## src/rtl/hazard_scheduler.sv

```systemverilog
// -----------------------------------------------------------------------------
// hazard_scheduler
//   Issue controller sitting between decode and execute. Each cycle it decides
//   whether the decoded instruction may enter execute, keeps a per-register
//   pending-write scoreboard, and holds fetch while a control transfer is in
//   flight. All state advances on the falling edge of I_CLOCK.
//
// Ports
//   I_CLOCK       pipeline clock (state updates on falling edge)
//   I_RESET       asynchronous active-high reset
//   I_LOCK        pipeline enable; low freezes state and parks the FSM in HALT
//   I_DecValid    decode presents an instruction
//   I_Src1Idx/Use source-1 register index / read enable
//   I_Src2Idx/Use source-2 register index / read enable
//   I_DestIdx     destination register index
//   I_DestWrite   instruction writes I_DestIdx
//   I_IsCtrl      instruction is a branch/JMP/JSR/JSRR
//   I_WBValid     writeback retires a register write this cycle
//   I_WBIdx       register retired by writeback
//   I_BrResolved  branch outcome known, new PC valid
//   O_Issue       instruction accepted into execute (combinational)
//   O_DepStall    data-hazard stall (combinational)
//   O_FetchStall  control stall (combinational)
//   O_BusyMask    bit r set while register r has pending writes (registered)
//   O_State       current FSM state
//   O_BrTimeout   one-cycle pulse when a branch wait times out (registered)
//
// State table
//   state      | meaning
//   RUN    (0) | normal issue
//   BR_WAIT(1) | control transfer in flight, fetch held until resolve/timeout
//   HALT   (2) | I_LOCK low; everything frozen, resumes to the saved state
// -----------------------------------------------------------------------------
module hazard_scheduler #(
  parameter int NUM_REGS   = 16,
  parameter int CNT_W      = 2,
  parameter int BR_TIMEOUT = 15
) (
  input  logic                        I_CLOCK,
  input  logic                        I_RESET,
  input  logic                        I_LOCK,
  input  logic                        I_DecValid,
  input  logic [$clog2(NUM_REGS)-1:0] I_Src1Idx,
  input  logic                        I_Src1Use,
  input  logic [$clog2(NUM_REGS)-1:0] I_Src2Idx,
  input  logic                        I_Src2Use,
  input  logic [$clog2(NUM_REGS)-1:0] I_DestIdx,
  input  logic                        I_DestWrite,
  input  logic                        I_IsCtrl,
  input  logic                        I_WBValid,
  input  logic [$clog2(NUM_REGS)-1:0] I_WBIdx,
  input  logic                        I_BrResolved,
  output logic                        O_Issue,
  output logic                        O_DepStall,
  output logic                        O_FetchStall,
  output logic [NUM_REGS-1:0]         O_BusyMask,
  output logic [1:0]                  O_State,
  output logic                        O_BrTimeout
);

  localparam int IDX_W = $clog2(NUM_REGS);
  localparam int TMO_W = $clog2(BR_TIMEOUT + 1);

  localparam logic [CNT_W-1:0] CNT_MAX  = '1;
  // The counter is compared before it increments, so the last BR_WAIT cycle
  // is the one where it already holds BR_TIMEOUT-1.
  localparam logic [TMO_W-1:0] TMO_LAST = TMO_W'(BR_TIMEOUT - 1);

  typedef enum logic [1:0] {
    ST_RUN     = 2'd0,
    ST_BR_WAIT = 2'd1,
    ST_HALT    = 2'd2
  } state_e;

  state_e              state_q;
  state_e              saved_q;
  logic [TMO_W-1:0]    tmo_q;
  logic                br_timeout_q;

  logic [CNT_W-1:0]    cnt_q [NUM_REGS];
  logic [CNT_W-1:0]    cnt_d [NUM_REGS];
  logic [NUM_REGS-1:0] busy_q;
  logic [NUM_REGS-1:0] busy_d;
  logic [NUM_REGS-1:0] inc_vec;
  logic [NUM_REGS-1:0] dec_vec;

  logic                hazard;
  logic                in_run;
  logic                issue;

  // ---------------------------------------------------------------------------
  // Hazard detection and issue decision
  // ---------------------------------------------------------------------------
  // A full destination counter is treated as a hazard so the counter can never
  // wrap; the writer simply waits for a retirement.
  assign hazard = I_DecValid &
                  ((I_Src1Use   & (cnt_q[I_Src1Idx] != '0)) |
                   (I_Src2Use   & (cnt_q[I_Src2Idx] != '0)) |
                   (I_DestWrite & (cnt_q[I_DestIdx] == CNT_MAX)));

  assign in_run = (state_q == ST_RUN);
  assign issue  = I_LOCK & I_DecValid & in_run & ~hazard;

  assign O_Issue      = issue;
  assign O_DepStall   = I_LOCK & in_run & hazard;
  assign O_FetchStall = I_LOCK & ((state_q == ST_BR_WAIT) | (issue & I_IsCtrl));

  assign O_BusyMask  = busy_q;
  assign O_State     = state_q;
  assign O_BrTimeout = br_timeout_q;

  // ---------------------------------------------------------------------------
  // Scoreboard next-state
  // ---------------------------------------------------------------------------
  always_comb begin
    inc_vec = '0;
    dec_vec = '0;
    if (issue && I_DestWrite) begin
      inc_vec[I_DestIdx] = 1'b1;
    end
    // Retirement is judged on the count before this edge's issue, so a
    // writeback to an idle register is dropped even if the same register is
    // being issued in this cycle.
    if (I_LOCK && I_WBValid && (cnt_q[I_WBIdx] != '0)) begin
      dec_vec[I_WBIdx] = 1'b1;
    end
  end

  always_comb begin
    busy_d = '0;
    for (int r = 0; r < NUM_REGS; r++) begin
      cnt_d[r] = cnt_q[r];
      case ({inc_vec[r], dec_vec[r]})
        2'b10:   cnt_d[r] = cnt_q[r] + CNT_W'(1);
        2'b01:   cnt_d[r] = cnt_q[r] - CNT_W'(1);
        default: cnt_d[r] = cnt_q[r];
      endcase
      busy_d[r] = (cnt_d[r] != '0);
    end
  end

  always_ff @(negedge I_CLOCK or posedge I_RESET) begin
    if (I_RESET) begin
      for (int r = 0; r < NUM_REGS; r++) begin
        cnt_q[r] <= '0;
      end
      busy_q <= '0;
    end else begin
      for (int r = 0; r < NUM_REGS; r++) begin
        cnt_q[r] <= cnt_d[r];
      end
      busy_q <= busy_d;
    end
  end

  // ---------------------------------------------------------------------------
  // Control FSM with registered timeout pulse
  // ---------------------------------------------------------------------------
  always_ff @(negedge I_CLOCK or posedge I_RESET) begin
    if (I_RESET) begin
      state_q      <= ST_RUN;
      saved_q      <= ST_RUN;
      tmo_q        <= '0;
      br_timeout_q <= 1'b0;
    end else begin
      // The pulse is always cleared so it lasts exactly one cycle even if the
      // pipeline locks right after it fires.
      br_timeout_q <= 1'b0;
      if (!I_LOCK) begin
        if (state_q != ST_HALT) begin
          saved_q <= state_q;
          state_q <= ST_HALT;
        end
      end else begin
        case (state_q)
          ST_RUN: begin
            if (issue && I_IsCtrl) begin
              state_q <= ST_BR_WAIT;
              tmo_q   <= '0;
            end
          end
          ST_BR_WAIT: begin
            if (I_BrResolved) begin
              state_q <= ST_RUN;
              tmo_q   <= '0;
            end else if (tmo_q == TMO_LAST) begin
              state_q      <= ST_RUN;
              tmo_q        <= '0;
              br_timeout_q <= 1'b1;
            end else begin
              tmo_q <= tmo_q + TMO_W'(1);
            end
          end
          ST_HALT: begin
            state_q <= saved_q;
          end
          default: begin
            state_q <= ST_RUN;
          end
        endcase
      end
    end
  end

endmodule

```

## config.mk

```make
export PLATFORM = sky130hd
export DESIGN_NAME = hazard_scheduler
export DESIGN_NICKNAME = d
export VERILOG_FILES = /design/src/rtl/hazard_scheduler.sv
export SDC_FILE = /design/constraint.sdc
export NUM_CORES = 1
export LEC_CHECK = 0
export CORE_UTILIZATION = 35
export CTS_CLUSTER_DIAMETER = 120
export DETAILED_ROUTE_END_ITERATION = 7
export GPL_TIMING_DRIVEN = 0
export PLACE_DENSITY = 0.57
export SLEW_MARGIN = 20
export SYNTH_ARGS = -nofsm -noshare
export SYNTH_HDL_FRONTEND = slang
export SYNTH_SLANG_ARGS = --single-unit
```

## constraint.sdc

```tcl
create_clock -name I_CLOCK -period 3.15 [get_ports I_CLOCK]
set_input_delay 0.63 -clock I_CLOCK [delete_from_list [all_inputs] [get_ports I_CLOCK]]
set_output_delay 0.63 -clock I_CLOCK [all_outputs]
set_load 0.02 [all_outputs]
```

== After elaboration in Yosys (flattened, before gate mapping) ==
Cells that the tools add are included.

* $add $sub $neg: 33
* $mul: 0
* Divide/modulo/power cells: 0
* $lt $le $gt $ge: 8
* Eq/ne operators: 40
* Shifts and indexed selects: 0
* Muxes and demuxes: 48
* Bitwise logic cells: 20
* Reduce and logical (&&, ||, !) cells: 31

{| class="wikitable"
|+ Operators with widths
! operator !! number
|-
| $pmux W2 S2 || 16
|-
| $reduce_bool A2 Y1 || 21
|-
| $eq A2 B2 Y1 const B || 18
|-
| $eq A2 B1 Y1 const B || 17
|-
| $add A2 B1 Y2 const B || 16
|-
| $bmux W2 S4 || 4
|-
| $mux W16 || 2
|-
| $sub A2 B1 Y2 const B || 16
|-
| $mux W2 || 13
|-
| $ge A5 B5 Y1 const B || 4
|-
| $not A4 Y5 || 4
|-
| $mux W4 || 3
|-
| $and A1 B1 Y1 || 11
|-
| $lt A4 B5 Y1 const B || 2
|-
| $demux W1 S4 || 2
|-
| $ge A4 B1 Y1 const B || 2
|-
| $pmux W4 S2 || 1
|-
| $logic_and A1 B1 Y1 || 6
|-
| $mux W1 || 6
|-
| $pmux W2 S3 || 1
|-
| $reduce_and A3 Y1 || 2
|-
| $add A4 B1 Y4 const B || 1
|-
| $eq A4 B4 Y1 const B || 1
|-
| $ne A4 B3 Y1 const B || 1
|-
| 7 further kinds || 10
|}

* Register bits: 57
* Bits in latches: 0
* Bits in writable memories: 0
* ROM bits: 0
* Input port bits: 26
* Output and inout bits: 22
* Word-level logic and storage cells: 201
* Memories kept: 0

== Depth between registers and ports, before layout ==
Gate-level depths: netlist of the first run.

* Depth in word-level cells: 16
* Mapped depth: 14
* Mapped depth without buffers: 11

==> results by group, run 1 <==
Outcome
  • Run status: finished with violations
  • Violated checks: setup timing

Die
  • DIE AREA: 10400 µm²
  • Rows: 36
  • Boundary pin count: 48
  • Core ar.: 9730 µm²
  • Width of the die: 102 µm
  • Die Y: 102 µm
  • Starting Density: 35.9%

Yosys
  • Combinational family with the most area after synthesis: simple AND/OR/NAND/NOR gates
  • Seq/Total Area, Yosys: 40.8%
  • Synth unique cells: 45
  • #FFs+latches synth: 57
  • Simple-gate share of the synthesized area: 19.4%
  • Synth Area in Adders: 5.73%
  • Synth async-reset ratio: 100%
  • Number of synthesized flops with an enable pin: 0
  • Xor and xnor fraction of the mapped netlist area: 12.0%
  • Syn nets: 365
  • Syn Std Cell Area: 3500 µm²
  • Synth Area in Compound Gates: 5.01%
  • Warnings, synthesis: 0
  • Mapped Cells: 323
  • Most common flop cell mapped by yosys: dfrtn_1
  • Mux cell area share after synthesis: 14.6%
  • Avg Inst Size Synth: 10.8 µm²

Timing
  • Clock Skew: 0.00552 ns
  • Worst Tran Pin Value: 0.698 ns
  • Slew Limit Headroom: 53.4%
  • Final Max Slew Viols: 0
  • Hold Fails Final Rpt: 0
  • Final setup margin: -1.50 ns
  • Hold WS: 0.422 ns
  • Unrepaired setup endpoints after global routing: true
  • Setup Viol. Count Final: 58

Power and ir drop
  • Sw Share: 31.6%
  • Power Dens Cells: 588 nW/µm²
  • Comb pwr share: 34.4%
  • Clk pwr share: 29.8%
  • Sw power: 0.000955 W
  • Reg power frac: 35.7%
  • VDD IR-drop max: 0.000270 V
  • Leak pwr: 2.28 nW
  • Internal Power: 0.00207 W

Drt
  • 1st-pass router iterations: 4
  • Final WL: 9.58 mm
  • Via count: 2880
  • Final ANT Viol Nets: 0
  • Final routed DRC violation total: 0
  • Iteration-0 DRC Markers: 155
  • DR vias/cell: 5.23
  • WL/cell: 17.4 µm

CTS
  • Root Buffer: clkbuf_8
  • Hold_buf cts: 0
  • CTS buffer count: 9
  • CTS Sinks: 57
  • CTS tree: done
  • Clock Latency Late Sink: 0.33 ns
  • H-tree depth: 3
  • CTS Buffer Depth: 2
  • CTS clk-pin slew, worst paths: 0.05 ns

GRT
  • Initial antenna violation count: 0
  • Grt ovf: 0
  • First-pass GRT wire length: 14.7 mm
  • Global Route Usage Sum: 19.3%
  • Largest net degree at the start of global routing: 33
  • Vias in the first global route: 2799

Placement
  • Buffers on Ports: 42
  • Cell area after placement: 4210 µm²
  • Post-DP HPWL: 6.52 mm
  • Routability cong.: 0.881

Critical path
  • Crit Path Max Fanout: 8
  • R2r endpoint: O_BusyMask[1]
  • Crit path DAT: 3.25 ns
  • Crit end category: register
  • Startpoint Class: primary input
  • RR Startpoint: cnt_q[16]
  • R2R depth: 12
  • Crit path to: O_BusyMask[1]
  • Crit path from: I_DestIdx[0]
  • Setup slack, reg-to-reg: 0.01 ns
  • CP required: 1.75 ns
  • CP Class: primary input to register

Final layout
  • Design area: 5140 µm²
  • Layout cells sized above 1: 46.4%
  • Ant. Diodes: 0
  • Commonest non-fill, non-tap cell in the layout: dfrtn_1
  • Final net count: 455
  • Commonest non-fill, non-tap cells in the layout: dfrtn_1, nor2_1, buf_4, buf_2
  • Area Overhead vs Synth: 47.1%

Worst hold path
  • Hold Crit Class: register to register

Job
  • Max_cap viols: 0
## metrics by stage
step	utilization [%]	setup WS (ns)	TNS [ns]	power, W	std cells
2_1_floorplan	-	-1.54	-66.34	0.00166	323
3_3_place_gp	43.1	-2.54	-142.24	0.00198	498
3_5_place_dp	43.3	-2.60	-125.43	0.00200	499
5_1_grt	52.9	-1.61	-71.31	0.00318	551
4_1_cts	46.9	-1.52	-67.95	0.00289	528
6_report	52.9	-1.50	-65.67	0.00303	551
## layout make-up
class	count	area, µm²
multi-input combinational	251	2500
inverter	6	28.8
tap	133	166
timing repair buffer	79	666
sequential	57	1430
buffer	9	103
fill	890	4590
clock buffer	10	128
clock inverter	6	130
## cells in the mapped netlist, types with 2 or more instances
master / number / area [µm²]
dfrtn_1: 57 / 1430
nor2_1: 55 / 206
xnor2_1: 32 / 280
nand3_1: 19 / 95.1
ha_1: 16 / 200
or2_2: 16 / 100
xor2_1: 16 / 140
mux4_2: 13 / 293
nand2_1: 12 / 45.0
nand4_1: 9 / 56.3
mux2i_1: 8 / 80.1
nor3_1: 8 / 40.0
inv_1: 6 / 22.5
nor2b_1: 6 / 37.5
clkbuf_1: 5 / 18.8
mux4_1: 4 / 105
a21oi_1: 3 / 15.0
a41oi_1: 3 / 26.3
o21ai_0: 3 / 15.0
and2_1: 2 / 12.5
and3_1: 2 / 12.5
buf_6: 2 / 22.5
mux2_2: 2 / 22.5
nand2b_1: 2 / 12.5
nand3b_1: 2 / 15.0
## worst min-delay path by stage
stage	start	to	slack (ns)	depth (start not counted)
6_report	saved_q[1]	O_State[1]	0.42	2
5_1_grt	saved_q[1]	O_State[1]	0.45	2
4_1_cts	saved_q[1]	O_State[1]	0.42	2
3_5_place_dp	saved_q[1]	O_State[1]	0.43	2
3_3_place_gp	saved_q[1]	O_State[1]	0.43	2
2_1_floorplan	saved_q[1]	O_State[1]	0.41	2
## power groups by stage
stage / combinational (W) / sequential (W) / clock (W)
floorplan: 0.000517 / 0.00114 / 0
CTS: 0.000899 / 0.00106 / 0.000928
detailed placement: 0.000909 / 0.00109 / 0
finish: 0.00104 / 0.00108 / 0.000903
global placement: 0.000895 / 0.00109 / 0
global route: 0.00112 / 0.00110 / 0.000959
## state kept, by name, indices dropped and copies added, names as in the netlist
signal,count
O_State,2
saved_q,2
O_BusyMask,16
O_BrTimeout,1
cnt_q,32
tmo_q,4
## routing by layer
layer / share of wire, % / GRT usage (%)
met5: 0 / 0
met2: 47 / 29.6
met1: 45 / 26.4
met4: 1.9 / 7.80
met3: 6.2 / 4.38
## repair_timing
action                     CTS  global route
buffers inserted            13            22
cloned                       0             1
gates resized for setup    129            95
setup endpoints to repair   75            60
pin swaps                    9            26
## critical path: stages
cell      delay, ns
buf_12         0.10
buf_8          0.11
mux4_2         0.51
o211ai_2       0.23
a21oi_4        0.10
nor4_4         0.27
buf_6          0.18
buf_8          0.12
nand3_2        0.13
ha_4           0.21
xnor2_1        0.15
nor2_1         0.07
xor2_1         0.14
or2_2          0.28
## logic make-up after synthesis
kind of cell	Yosys count
and+or+nand+nor	137
buffers and inverters	15
AOI/OAI and AO/OA	22
xor gates and xnor gates	48
adders and majority gates	16
muxes	28
DFF	57
Power figures use the tool's default switching activity.
==> run 2: changes to the inputs <==
--- a/config.mk
+++ b/config.mk
@@ -5,6 +5,7 @@
 export SDC_FILE = /design/constraint.sdc
 export NUM_CORES = 1
 export LEC_CHECK = 0
+export CORE_ASPECT_RATIO = 0.5
 export CORE_UTILIZATION = 35
 export CTS_CLUSTER_DIAMETER = 120
 export DETAILED_ROUTE_END_ITERATION = 7
==> results by group, run 2 (synthesis results as in run 1) <==
Timing
  • Slew Limit Headroom: 48.9%
  • Worst Tran Pin Value: 0.767 ns
  • Hold Fails Final Rpt: 0
  • Final Max Slew Viols: 0
  • Setup Viol. Count Final: 57
  • Clock Skew: 0.00421 ns
  • Unrepaired setup endpoints after global routing: true
  • Final setup margin: -1.50 ns

GRT
  • Largest net degree at the start of global routing: 25
  • Vias in the first global route: 3133
  • Initial antenna violation count: 0
  • Global Route Usage Sum: 21.4%
  • First-pass GRT wire length: 16.4 mm
  • Grt ovf: 0

CTS
  • CTS tree: done
  • CTS Buffer Depth: 2
  • CTS Sinks: 57
  • Clock Latency Late Sink: 0.34 ns
  • Root Buffer: clkbuf_16
  • CTS buffer count: 9
  • H-tree depth: 3
  • CTS clk-pin slew, worst paths: 0.04 ns

Drt
  • DR vias/cell: 5.28
  • 1st-pass router iterations: 4
  • Iteration-0 DRC Markers: 274
  • Via count: 3064
  • Final WL: 10.6 mm
  • WL/cell: 18.3 µm
  • Final ANT Viol Nets: 0
  • Final routed DRC violation total: 0

Critical path
  • Highest cell delay on the worst timing path: 0.43 ns
  • Most frequent CP cell: buf_6
  • Crit Path Max Fanout: 6
  • CP required: 1.76 ns
  • Setup slack, reg-to-reg: 0.05 ns
  • Crit end category: register
  • CP Class: primary input to register
  • Crit path DAT: 3.26 ns
  • R2r endpoint: O_BusyMask[9]
  • CP max stage cell: nor2_2
  • RR Startpoint: cnt_q[0]
  • Startpoint Class: primary input
  • Crit-path cells: buf_12 > buf_8 > nor2_2 > nand2_1 > o211ai_2 > a21oi_4 > nor4_4 > buf_6 > buf_6 > buf_6 > nand4_1 > ha_4 > xnor2_2 > nor2_1 > xor2_1 > or2_4
  • R2R depth: 14

Placement
  • Post-DP HPWL: 6.59 mm
  • Buffers on Ports: 42
  • Cells after DPL: 502
  • Routability cong.: 0.860

Final layout
  • Finished Layout Cells: 580
  • Max reg flops: 32
  • Final net count: 483
  • Commonest non-fill, non-tap cells in the layout: dfrtn_1, buf_4, nor2_1, xnor2_2, buf_2
  • Area Overhead vs Synth: 63.5%
  • Fillers: 744
  • Commonest non-fill, non-tap cell in the layout: dfrtn_1
  • Largest Register: cnt_q
  • Ant. Diodes: 0
  • Layout cells sized above 1: 55.5%
  • Post-layout util: 59.7%

Die
  • Die Y: 72.7 µm
  • DIE AREA: 10400 µm²
  • Starting Density: 36.5%
  • Rows: 25
  • Width of the die: 143 µm
  • Core ar.: 9570 µm²
  • Boundary pin count: 48

Job
  • Max_cap viols: 0

Power and ir drop
  • Leak pwr: 2.50 nW
  • Power Dens Cells: 579 nW/µm²
  • VDD IR-drop max: 0.000282 V

Outcome
  • Violated checks: setup timing
  • Run status: finished with violations

Worst hold path
  • Hold Crit Class: register to register
  • Worst hold start: saved_q[1]
  • WHS Path Cells: 2
  • Hold EP: O_State[1]
==> run 2: cell types whose count changed in the layout (fill, tap and decap cells not counted), sizes merged <==
cell,delta
buf,+31
dlygate4sd2,+4
dlymetal6s2s,-4
bufinv,-3
clkdlybuf4s50,-1
==> run 2: per-stage QoR <==
stage | instance area [µm²] | hold slack, ns | TNS [ns] | power (W) | worst slack, ns
2_1_floorplan | 3600 | 0.408 | -66.34 | 0.00166 | -1.54
3_3_place_gp | 4190 | 0.423 | -140.58 | 0.00198 | -2.55
3_5_place_dp | 4240 | 0.449 | -121.61 | 0.00200 | -2.56
4_1_cts | 5310 | 0.450 | -59.31 | 0.00319 | -1.40
5_1_grt | 5720 | 0.488 | -66.16 | 0.00346 | -1.55
6_report | 5720 | 0.453 | -63.46 | 0.00331 | -1.50
==> run 2: timing repair <==
| action | 4_1_cts | 5_1_grt |
|---|---|---|
| hold buffers | 0 | 0 |
| buffers inserted | 38 | 24 |
| gates resized for setup | 249 | 40 |
| cloned | 1 | 1 |
| endpoints found under the setup margin | 75 | 58 |
| pin swaps | 29 | 34 |
==> run 2: routing by layer <==
| layer | wire, µm | track usage (%) | up-vias |
|---|---|---|---|
| met2 | 5060 | 35.2 | 102 |
| met5 | 0 | 0 | - |
| met4 | 173 | 7.33 | 0 |
| li1 | - | - | 1379 |
| met3 | 658 | 6.36 | 18 |
| met1 | 4700 | 27.3 | 1565 |
==> run 2: report_power, final <==
part           internal [W]  switching [W]
registers          0.000917       0.000126
clock network      0.000647       0.000330
logic              0.000676       0.000616
total               0.00224        0.00107
==> run 2: how the worst max path moves through the flow <==
stage / startpoint / end / slack, ns / cells past startpoint
after global placement: I_Src2Idx[0] / O_BusyMask[2] / -2.55 / 12
after floorplan: I_DestIdx[0] / O_BusyMask[7] / -1.54 / 13
final: I_DestIdx[0] / O_BusyMask[9] / -1.50 / 16
after global routing: I_DestIdx[0] / O_BusyMask[9] / -1.55 / 16
after CTS: cnt_q[28] / O_Issue / -1.40 / 8
after detailed placement: I_Src2Idx[0] / O_BusyMask[2] / -2.56 / 13
==> run 2: area by class of cell <==
cell class | instances | area, µm² | share of cell area (%)
Multi-Input combinational cell | 251 | 2760 | 48.3
Sequential cell | 57 | 1430 | 25.0
Timing Repair Buffer | 107 | 930 | 16.3
Clock buffer | 12 | 256 | 4.49
Tap cell | 135 | 169 | 2.95
Buffer | 9 | 108 | 1.88
Clock inverter | 3 | 40.0 | 0.700
Inverter | 6 | 28.8 | 0.503
==> run 2: worst max-delay path, delay by kind of cell <==
kind,cells,cell delay [ns]
AND/OR/NAND/NOR,6,1.18
adder cells (fa/ha/maj),1,0.23
XOR/XNOR,2,0.31
buffers and inverters,5,0.64
AO/OA/AOI/OAI,2,0.26
==> run 3: changes to the inputs <==
==> constraint.sdc (replaced) <==
create_clock -name I_CLOCK -period 5.02 [get_ports I_CLOCK]
set_input_delay 1.004 -clock I_CLOCK [delete_from_list [all_inputs] [get_ports I_CLOCK]]
set_output_delay 1.004 -clock I_CLOCK [all_outputs]
set_load 0.02 [all_outputs]
==> results by group, run 3 (synthesis results as in run 1) <==
Timing
  • Slew Limit Headroom: 48.0%
  • Setup Viol. Count Final: 55
  • Unrepaired setup endpoints after global routing: true
  • Hold Fails Final Rpt: 0
  • Clock Skew: 0.00677 ns
  • Final Max Slew Viols: 0
  • Final setup margin: -0.878 ns
  • Worst Tran Pin Value: 0.780 ns

CTS
  • CTS buffer count: 9
  • CTS Buffer Depth: 2
  • CTS tree: done
  • Hold_buf cts: 0
  • Root Buffer: clkbuf_16
  • CTS Sinks: 57
  • H-tree depth: 3
  • CTS clk-pin slew, worst paths: 0.04 ns
  • Clock Latency Late Sink: 0.34 ns

Critical path
  • Crit path from: I_DestIdx[0]
  • RR Startpoint: cnt_q[15]
  • Crit path to: O_BusyMask[15]
  • CP required: 2.69 ns
  • R2r endpoint: O_BusyMask[13]
  • CP Class: primary input to register
  • Setup slack, reg-to-reg: 1.93 ns
  • Crit path DAT: 3.57 ns
  • Crit Path Max Fanout: 5
  • R2R depth: 13
  • Startpoint Class: primary input
  • Crit end category: register

Outcome
  • Run status: finished with violations
  • Violated checks: setup timing

Power and ir drop
  • Reg power frac: 32.2%
  • Sw Share: 32.6%
  • VDD IR-drop max: 0.000164 V
  • Internal Power: 0.00140 W
  • Clk pwr share: 29.3%
  • Total power: 0.00207 W
  • Sw power: 0.000674 W
  • Power Dens Cells: 374 nW/µm²
  • Leak pwr: 2.32 nW
  • Comb pwr share: 38.5%

Die
  • Width of the die: 143 µm
  • Boundary pin count: 48
  • Starting Density: 36.5%
  • Die Y: 72.7 µm
  • Rows: 25
  • Core ar.: 9570 µm²
  • DIE AREA: 10400 µm²

Placement
  • Cell area after placement: 4190 µm²
  • Post-DP HPWL: 6.40 mm
  • Pre-CTS setup slack: -1.99 ns
  • Cells after DPL: 500
  • Routability cong.: 0.863
  • Buffers on Ports: 42

Final layout
  • Post-layout util: 57.8%
  • Max reg flops: 32
  • Fillers: 766
  • Finished Layout Cells: 564
  • Layout cells sized above 1: 48.3%
  • Design area: 5530 µm²
  • Area Overhead vs Synth: 58.2%
  • Largest Register: cnt_q
  • Commonest non-fill, non-tap cells in the layout: dfrtn_1, buf_4, nor2_1, clkdlybuf4s50_1, xnor2_2
  • Ant. Diodes: 0
  • Final net count: 466
  • Commonest non-fill, non-tap cell in the layout: dfrtn_1

GRT
  • Global Route Usage Sum: 21.3%
  • First-pass GRT wire length: 16.3 mm
  • Vias in the first global route: 3101
  • Initial antenna violation count: 0
  • Grt ovf: 0
  • Largest net degree at the start of global routing: 58

Job
  • Max_cap viols: 0

Drt
  • 1st-pass router iterations: 5
  • WL/cell: 18.3 µm
  • Final routed DRC violation total: 0
  • Final WL: 10.3 mm
  • Iteration-0 DRC Markers: 188
  • Final ANT Viol Nets: 0
  • DR vias/cell: 5.32
  • Via count: 3001

Worst hold path
  • Hold Crit Class: register to register
  • WHS Path Cells: 2
[run 3: layer usage]
layer  GRT usage [%]  vias up  routed length (µm)  part of all wire, %
met5               0        -                   0                    0
met4            9.46        0                 242                  2.4
met3            4.66       20                 620                  6.0
met2            33.9      124                4860                   47
met1            28.2     1508                4580                   44
li1                -     1349                   -                    -
[run 3: layout make-up]
class / count / area, µm² / area share, %
Sequential cell: 57 / 1430 / 25.8
Clock inverter: 7 / 71.3 / 1.29
Tap cell: 135 / 169 / 3.05
Timing Repair Buffer: 90 / 828 / 15.0
Inverter: 6 / 25.0 / 0.452
Buffer: 9 / 104 / 1.88
Multi-Input combinational cell: 251 / 2680 / 48.5
Clock buffer: 9 / 225 / 4.07
[run 3: power groups by stage]
| stage | Combinational [W] | Sequential, W | Clock (W) |
|---|---|---|---|
| global placement | 0.000566 | 0.000677 | 0 |
| floorplan | 0.000324 | 0.000718 | 0 |
| finish | 0.000798 | 0.000667 | 0.000606 |
| CTS | 0.000760 | 0.000658 | 0.000618 |
| global route | 0.000844 | 0.000681 | 0.000644 |
| detailed placement | 0.000574 | 0.000679 | 0 |
[run 3: critical path: stages]
cell and delay [ns]:
buf_12 0.10, mux4_2 0.52, mux2i_2 0.23, mux2_4 0.21
a21oi_4 0.05, nor4_4 0.20, buf_12 0.17, buf_6 0.11
nand4_1 0.12, ha_4 0.20, xnor2_1 0.13, nor2_1 0.07
xor2_1 0.15, or2_2 0.28
[run 3: worst min path at each step]
stage / startpoint / endpoint
floorplan: saved_q[1] / O_State[1]
CTS: saved_q[1] / O_State[1]
global placement: saved_q[1] / O_State[1]
finish: saved_q[1] / O_State[1]
global route: saved_q[1] / O_State[1]
detailed placement: saved_q[1] / O_State[1]
[run 3: timing repair]
| item | CTS | global route |
|---|---|---|
| resized for setup | 177 | 16 |
| pin swaps | 34 | 11 |
| buffers inserted | 44 | 5 |
| cloned | 1 | 0 |
| endpoints found under the setup margin | 56 | 56 |
[run 3: through the flow]
| stage | hold slack (ns) | TNS [ns] |
|---|---|---|
| 6_report | 0.431 | -32.73 |
| 3_3_place_gp | 0.423 | -133.83 |
| 5_1_grt | 0.478 | -35.49 |
| 2_1_floorplan | 0.408 | -35.04 |
| 4_1_cts | 0.435 | -26.60 |
| 3_5_place_dp | 0.433 | -88.72 |
